<file path="src/rtl/zeroriscy_trace_buffer.sv">
// Instruction trace capture for zero-riscy: retire and LSU writeback records into a circular buffer.
// Optional macro TRACE_PC_FILTER_EN adds a PC window filter (filt_lo/filt_hi) on retire records.
module zeroriscy_trace_buffer #(
    parameter int DEPTH          = 16,
    parameter int REG_ADDR_WIDTH = 5,
    parameter int CYC_WIDTH      = 16,
    parameter int CNT_W          = $clog2(DEPTH) + 1
) (
    input  logic                      clk,
    input  logic                      rst,
    input  logic                      arm,
    input  logic                      wrap_mode,
    input  logic [31:0]               trig_pc,
    input  logic [CNT_W-1:0]          post_trig,
`ifdef TRACE_PC_FILTER_EN
    input  logic [31:0]               filt_lo,
    input  logic [31:0]               filt_hi,
`endif
    input  logic                      retire_valid,
    input  logic [31:0]               retire_pc,
    input  logic [31:0]               retire_instr,
    input  logic [REG_ADDR_WIDTH-1:0] retire_rd,
    input  logic [31:0]               retire_rd_wdata,
    input  logic                      retire_mem_en,
    input  logic [31:0]               retire_mem_addr,
    input  logic                      wb_valid,
    input  logic [REG_ADDR_WIDTH-1:0] wb_addr,
    input  logic [31:0]               wb_data,
    output logic                      out_valid,
    input  logic                      out_ready,
    output logic                      out_type,
    output logic [CYC_WIDTH-1:0]      out_cycle,
    output logic [31:0]               out_pc,
    output logic [31:0]               out_instr,
    output logic [REG_ADDR_WIDTH-1:0] out_reg_addr,
    output logic [31:0]               out_reg_data,
    output logic                      out_mem_en,
    output logic [31:0]               out_mem_addr,
    output logic [1:0]                state,
    output logic [CNT_W-1:0]          count,
    output logic                      overflow,
    output logic [7:0]                drop_cnt
);

    localparam int PTR_W = $clog2(DEPTH);
    localparam logic [CNT_W-1:0] ONE = CNT_W'(1);

    typedef enum logic [1:0] {
        ST_IDLE  = 2'd0,
        ST_ARMED = 2'd1,
        ST_TRIG  = 2'd2,
        ST_DONE  = 2'd3
    } state_t;

    typedef struct packed {
        logic                      typ;
        logic [CYC_WIDTH-1:0]      cyc;
        logic [31:0]               pc;
        logic [31:0]               instr;
        logic [REG_ADDR_WIDTH-1:0] reg_addr;
        logic [31:0]               reg_data;
        logic                      mem_en;
        logic [31:0]               mem_addr;
    } rec_t;

    state_t                    state_q, state_d;
    rec_t                      mem [DEPTH];
    rec_t                      head_q, head_d, rec;
    logic [PTR_W-1:0]          rd_ptr_q, wr_ptr_q, rd_nxt, wr_nxt;
    logic [CNT_W-1:0]          count_q, count_d;
    logic [CNT_W-1:0]          since_q, since_d, post_q;
    logic [CYC_WIDTH-1:0]      cyc_q;
    logic                      ovf_q, wrap_q;
    logic [31:0]               trig_q;
    logic [7:0]                drop_q;
    logic                      skid_full_q, skid_full_d;
    logic [REG_ADDR_WIDTH-1:0] skid_addr_q, skid_addr_d;
    logic [31:0]               skid_data_q, skid_data_d;
    logic                      pass, ret_sel, wb_sel, capture, have_rec, drop;
    logic                      pop, full, push, overwrite, refuse, hit;

`ifdef TRACE_PC_FILTER_EN
    logic [31:0] filt_lo_q, filt_hi_q;
    assign pass = (retire_pc >= filt_lo_q) && (retire_pc <= filt_hi_q);
`else
    assign pass = 1'b1;
`endif

    always_comb begin
        state_d     = state_q;
        since_d     = since_q;
        skid_full_d = skid_full_q;
        skid_addr_d = skid_addr_q;
        skid_data_d = skid_data_q;
        rec         = '0;
        rec.cyc     = cyc_q;
        have_rec    = 1'b0;
        drop        = 1'b0;
        capture     = (state_q == ST_ARMED) || (state_q == ST_TRIG);
        ret_sel     = retire_valid && pass;
        wb_sel      = wb_valid && (wb_addr != '0);

        // Retire wins the write port; a parked writeback drains on the next retire-free cycle.
        if (capture) begin
            if (ret_sel) begin
                have_rec      = 1'b1;
                rec.pc        = retire_pc;
                rec.instr     = retire_instr;
                rec.reg_addr  = retire_rd;
                rec.reg_data  = retire_rd_wdata;
                rec.mem_en    = retire_mem_en;
                rec.mem_addr  = retire_mem_addr;
                if (wb_sel) begin
                    if (skid_full_q) begin
                        drop = 1'b1;
                    end else begin
                        skid_full_d = 1'b1;
                        skid_addr_d = wb_addr;
                        skid_data_d = wb_data;
                    end
                end
            end else if (skid_full_q) begin
                have_rec     = 1'b1;
                rec.typ      = 1'b1;
                rec.reg_addr = skid_addr_q;
                rec.reg_data = skid_data_q;
                skid_full_d  = 1'b0;
                drop         = wb_sel;
            end else if (wb_sel) begin
                have_rec     = 1'b1;
                rec.typ      = 1'b1;
                rec.reg_addr = wb_addr;
                rec.reg_data = wb_data;
            end
        end

        pop       = (count_q != '0) && out_ready;
        full      = (count_q == CNT_W'(DEPTH));
        push      = have_rec && (!full || wrap_q || pop);
        overwrite = have_rec && full && wrap_q && !pop;
        refuse    = have_rec && full && !wrap_q && !pop;
        hit       = retire_valid && (retire_pc == trig_q);

        case (state_q)
            ST_ARMED: begin
                if (hit) begin
                    if (push && ret_sel && (post_q == ONE)) begin
                        state_d = ST_DONE;
                    end else begin
                        state_d = ST_TRIG;
                        since_d = (push && ret_sel) ? ONE : '0;
                    end
                end
            end
            ST_TRIG: begin
                if (push) begin
                    if (since_q + ONE == post_q) state_d = ST_DONE;
                    else                         since_d = since_q + ONE;
                end
            end
            default: ;
        endcase
        if (state_d == ST_DONE) skid_full_d = 1'b0;

        rd_nxt  = rd_ptr_q + PTR_W'(pop || overwrite);
        wr_nxt  = wr_ptr_q + PTR_W'(push);
        count_d = count_q + CNT_W'(push && !overwrite) - CNT_W'(pop);

        // Head register mirrors the next oldest entry, bypassing a record landing in that slot.
        head_d = head_q;
        if (count_d != '0) begin
            if (push && (wr_ptr_q == rd_nxt)) head_d = rec;
            else                              head_d = mem[rd_nxt];
        end
    end

    always_ff @(posedge clk) begin
        if (!rst && !arm && push) mem[wr_ptr_q] <= rec;
    end

    always_ff @(posedge clk) begin
        if (rst) begin
            state_q     <= ST_IDLE;
            head_q      <= '0;
            rd_ptr_q    <= '0;
            wr_ptr_q    <= '0;
            count_q     <= '0;
            since_q     <= '0;
            post_q      <= ONE;
            cyc_q       <= '0;
            ovf_q       <= 1'b0;
            wrap_q      <= 1'b0;
            trig_q      <= '0;
            drop_q      <= '0;
            skid_full_q <= 1'b0;
            skid_addr_q <= '0;
            skid_data_q <= '0;
`ifdef TRACE_PC_FILTER_EN
            filt_lo_q   <= '0;
            filt_hi_q   <= '0;
`endif
        end else begin
            cyc_q <= cyc_q + CYC_WIDTH'(1);
            if (arm) begin
                state_q     <= ST_ARMED;
                rd_ptr_q    <= '0;
                wr_ptr_q    <= '0;
                count_q     <= '0;
                since_q     <= '0;
                post_q      <= (post_trig == '0) ? ONE : post_trig;
                ovf_q       <= 1'b0;
                wrap_q      <= wrap_mode;
                trig_q      <= trig_pc;
                drop_q      <= '0;
                skid_full_q <= 1'b0;
`ifdef TRACE_PC_FILTER_EN
                filt_lo_q   <= filt_lo;
                filt_hi_q   <= filt_hi;
`endif
            end else begin
                state_q     <= state_d;
                head_q      <= head_d;
                rd_ptr_q    <= rd_nxt;
                wr_ptr_q    <= wr_nxt;
                count_q     <= count_d;
                since_q     <= since_d;
                skid_full_q <= skid_full_d;
                skid_addr_q <= skid_addr_d;
                skid_data_q <= skid_data_d;
                if (overwrite || refuse) ovf_q <= 1'b1;
                if (drop && (drop_q != 8'hFF)) drop_q <= drop_q + 8'd1;
            end
        end
    end

    assign out_valid    = (count_q != '0);
    assign out_type     = head_q.typ;
    assign out_cycle    = head_q.cyc;
    assign out_pc       = head_q.pc;
    assign out_instr    = head_q.instr;
    assign out_reg_addr = head_q.reg_addr;
    assign out_reg_data = head_q.reg_data;
    assign out_mem_en   = head_q.mem_en;
    assign out_mem_addr = head_q.mem_addr;
    assign state        = state_q;
    assign count        = count_q;
    assign overflow     = ovf_q;
    assign drop_cnt     = drop_q;

endmodule

</file>
<file path="config.mk">
export PLATFORM = sky130hd
export DESIGN_NAME = zeroriscy_trace_buffer
export DESIGN_NICKNAME = d
export VERILOG_FILES = /design/src/rtl/zeroriscy_trace_buffer.sv
export SDC_FILE = /design/constraint.sdc
export NUM_CORES = 2
export LEC_CHECK = 0
export CORE_AREA = 5 5 594 596
export CTS_BUF_LIST = sky130_fd_sc_hd__clkbuf_8
export DETAILED_ROUTE_END_ITERATION = 12
export DIE_AREA = 0 0 599 601
export DONT_BUFFER_PORTS = 1
export REMOVE_ABC_BUFFERS = 1
export SYNTH_ARGS = -nofsm -noshare
export SYNTH_HDL_FRONTEND = slang
export SYNTH_SLANG_ARGS = --single-unit
</file>
<file path="constraint.sdc">
create_clock -name clk -period 24.3 [get_ports clk]
set_clock_uncertainty 0.15 [all_clocks]
set_input_delay 3.645 -clock clk [delete_from_list [all_inputs] [get_ports clk]]
set_output_delay 3.645 -clock clk [all_outputs]
set_load 0.05 [all_outputs]
</file>
==> flow_summary.json <==
{
  "synthTopCellsByArea": "edfxtp_1 70%, mux4_2 16%, dfxtp_1 5.3%",
  "root_buffer": "clkbuf_8",
  "yosys.area_share.simple": 0.0340,
  "mostFrequentLayoutCell": "edfxtp_1",
  "drive_above_1_share": 0.265,
  "grt_pass1_wl_um": 402000,
  "overflow": 0,
  "synthCells": 5062,
  "cpMostUsedCell": "buf_4",
  "clk_pin_slew_ns": 0.06,
  "worstSetupEndpointType": "flip-flop",
  "rsz0062_at_grt": "false",
  "drt-initial-drc-count": 5424,
  "cpMaxStageDelayCell": "ha_4",
  "grtUsageTotal": 0.154,
  "initial_utilization": 0.298,
  "synth_top_cell_area_share": 0.700,
  "synth_mux_area_frac": 0.171,
  "fp.dieH_um": 601,
  "ctsHoldBuffers": 0,
  "dr.pass1.iters": 5,
  "grt_max_degree": 246,
  "synth-async-reset-ratio": 0,
  "period_minus_slack_ns": 10.00,
  "globalplace.congestion": 0.726,
  "synth_seq_area_share": 0.753,
  "htree_levels": 5,
  "synth-xor-area-share": 0.00556,
  "synthAdderAreaFrac": 0.00188,
  "required_ns": 24.98,
  "synth_area_leader_cell": "edfxtp_1",
  "fin_crit_sh": 0.412,
  "synth_area_mm2": 0.104,
  "synth_top_family_by_area": "multiplexers",
  "critPathKind": "input port to flip-flop",
  "io_pins": 383,
  "clkSinkCount": 2688,
  "path_cells": "nor3_1 > a311o_1 > nor2_1 > a21oi_1 > nor2_1 > ha_4 > buf_12 > buf_4 > buf_4 > buf_4 > buf_4 > mux4_2 > mux4_2 > nand2_1 > a311oi_1",
  "status": "finished, final reports clean",
  "p_leak_nw": 37.3,
  "holdWs_ns": 0.305,
  "slew_violations": 0,
  "vias": 51878,
  "path_buf_inv": 5,
  "drc_errors": 0,
  "start_kind": "input port",
  "cap_viol_max_count": 0,
  "clk_latency_ns": 1.06,
  "vias_per_cell": 5.02,
  "die_w_um": 599,
  "ir_drop_v": 0.000149,
  "cts_tree": "built",
  "nFillCells": 32432,
  "critPathMaxFanout": 81,
  "mostFrequentLayoutCells": "2416 x edfxtp_1, 755 x mux4_2, 469 x clkbuf_8",
  "ant_nets": 0,
  "fin_nets": 5571,
  "areaGrowthSynthToFinish_pct": 13.9,
  "clk_path_buf_depth": 4,
  "syn_avg_cell_area_um2": 20.5,
  "post_cts_resized": 0,
  "p_per_area_mw_per_mm2": 104,
  "yosys_warnings": 0,
  "cts_setup_buffers": 0,
  "antenna_found_initial": 43,
  "synth-edff-count": 2416,
  "slowest_delay_ns": 0.85,
  "ys_types": 50,
  "port-buffer-count": 0,
  "finalHoldViolCount": 0,
  "coreArea_mm2": 0.348,
  "routedWlPerCell_um": 27.5,
  "setup_viol": 0,
  "fmax_ghz": 0.100,
  "timing_worst_slew_pin_value_ns": 1.20,
  "hpwl_um": 149000,
  "grt_pass1_vias": 54652,
  "setup_tns_ns": 0,
  "cp.arrival_ns": 10.69,
  "hold_class": "flip-flop to flip-flop",
  "cts_made_buffers": 438,
  "synthFlopType": "edfxtp_1",
  "wirelength_um": 284000,
  "synth_seq_cells": 2688,
  "die-area_mm2": 0.360,
  "maxSlewHeadroom": 0.197,
  "critPathTopFamily": "buffers and inverters",
  "synth_compound_area_frac": 0.0213,
  "num_rows": 217
}
-- state kept, by name, summed over array words and instances, names as in the netlist, 4 cells and up --
signal and cells:
out_reg_data 32, out_mem_addr 32, trig_q 32, out_instr 32, skid_data_q 32, since_q 5, rd_ptr_q 4, skid_addr_q 5
out_cycle 16, mem 2416, drop_cnt 8, post_q 5, wr_ptr_q 4, count 5, out_reg_addr 5, cyc_q 16
out_pc 32
-- synth_stat cells (27+ instances only) --
cell type	count
xor2_1	27
nand2_1	373
nor2_1	248
clkbuf_1	188
mux4_2	755
o21ai_0	45
mux2i_1	74
a211oi_1	56
a21oi_1	109
dfxtp_1	272
a311oi_1	97
edfxtp_1	2416
xnor2_1	35
buf_2	92
and2_1	107
-- power breakdown --
group          switching, W  total (W)  leakage [nW]  internal (W)
Combinational       0.00141    0.00283          7.85       0.00143
Clock               0.00184    0.00379          4.99       0.00195
Sequential         0.000465    0.00560          24.5       0.00513
Total               0.00371     0.0122          37.3       0.00851
-- tightest hold or removal path: cells and delay by family (launching register included) --
kind             cells  cell delay [ns]
AO/OA/AOI/OAI        1             0.05
flip-flops           1             0.31
AND/OR/NAND/NOR      1             0.05
-- stage by stage --
step / worst slack (ns) / std cells / utilization / total power, W / area [µm²]
3_3_place_gp: 12.96 / 9500 / 0.315 / 0.00858 / 110000
6_report: 14.30 / 10331 / 0.340 / 0.0122 / 118000
2_1_floorplan: -6.63 / 4756 / - / 0.00885 / 102000
5_1_grt: 13.56 / 10322 / 0.340 / 0.0128 / 118000
3_5_place_dp: 12.99 / 9500 / 0.315 / 0.00861 / 110000
4_1_cts: 14.19 / 10317 / 0.340 / 0.0124 / 118000
-- metal layers --
metal  GRT usage  vias up  wire length, µm
met5           0        -               80
met4      0.0392       12             6320
met3      0.0365      411            22900
met2       0.257     2131           140000
met1       0.201    27942           115000
li1            -    21382                -
-- worst paths after layout --
check / end / from / slack (ns) / cells after the start
setup / recovery: out_instr[16]$_SDFFE_PP0P_ / wb_addr[4] / 14.30 / 15
hold / removal: skid_data_q[27]$_SDFFE_PP0P_ / skid_data_q[27]$_SDFFE_PP0P_ / 0.31 / 2
setup reg to reg: out_instr[16]$_SDFFE_PP0P_ / state[0]$_SDFF_PP0_ / 15.67 / 16
hold reg to reg: skid_data_q[27]$_SDFFE_PP0P_ / skid_data_q[27]$_SDFFE_PP0P_ / 0.31 / 2
-- final cells by class --
class                      count  area [µm²]  share of cell area
clock buffer                 469        6450              0.0547
inverter                      16        60.1            0.000509
sequential                  2688       78000               0.661
antenna                       14        35.0            0.000297
timing repair buffer         145        1230              0.0104
tap                         4599        5750              0.0488
clock inverter               348        2030              0.0172
multi-input combinational   2052       24500               0.207
-- kinds of logic after synthesis --
family	count (synthesis)
and+or+nand+nor	817
DFF	2688
muxes	829
buffers and inverters	322
xor gates and xnor gates	64
AOI/OAI and AO/OA	327
adders and majority gates	15
Note: power is estimated with default switching activity, not from simulation.
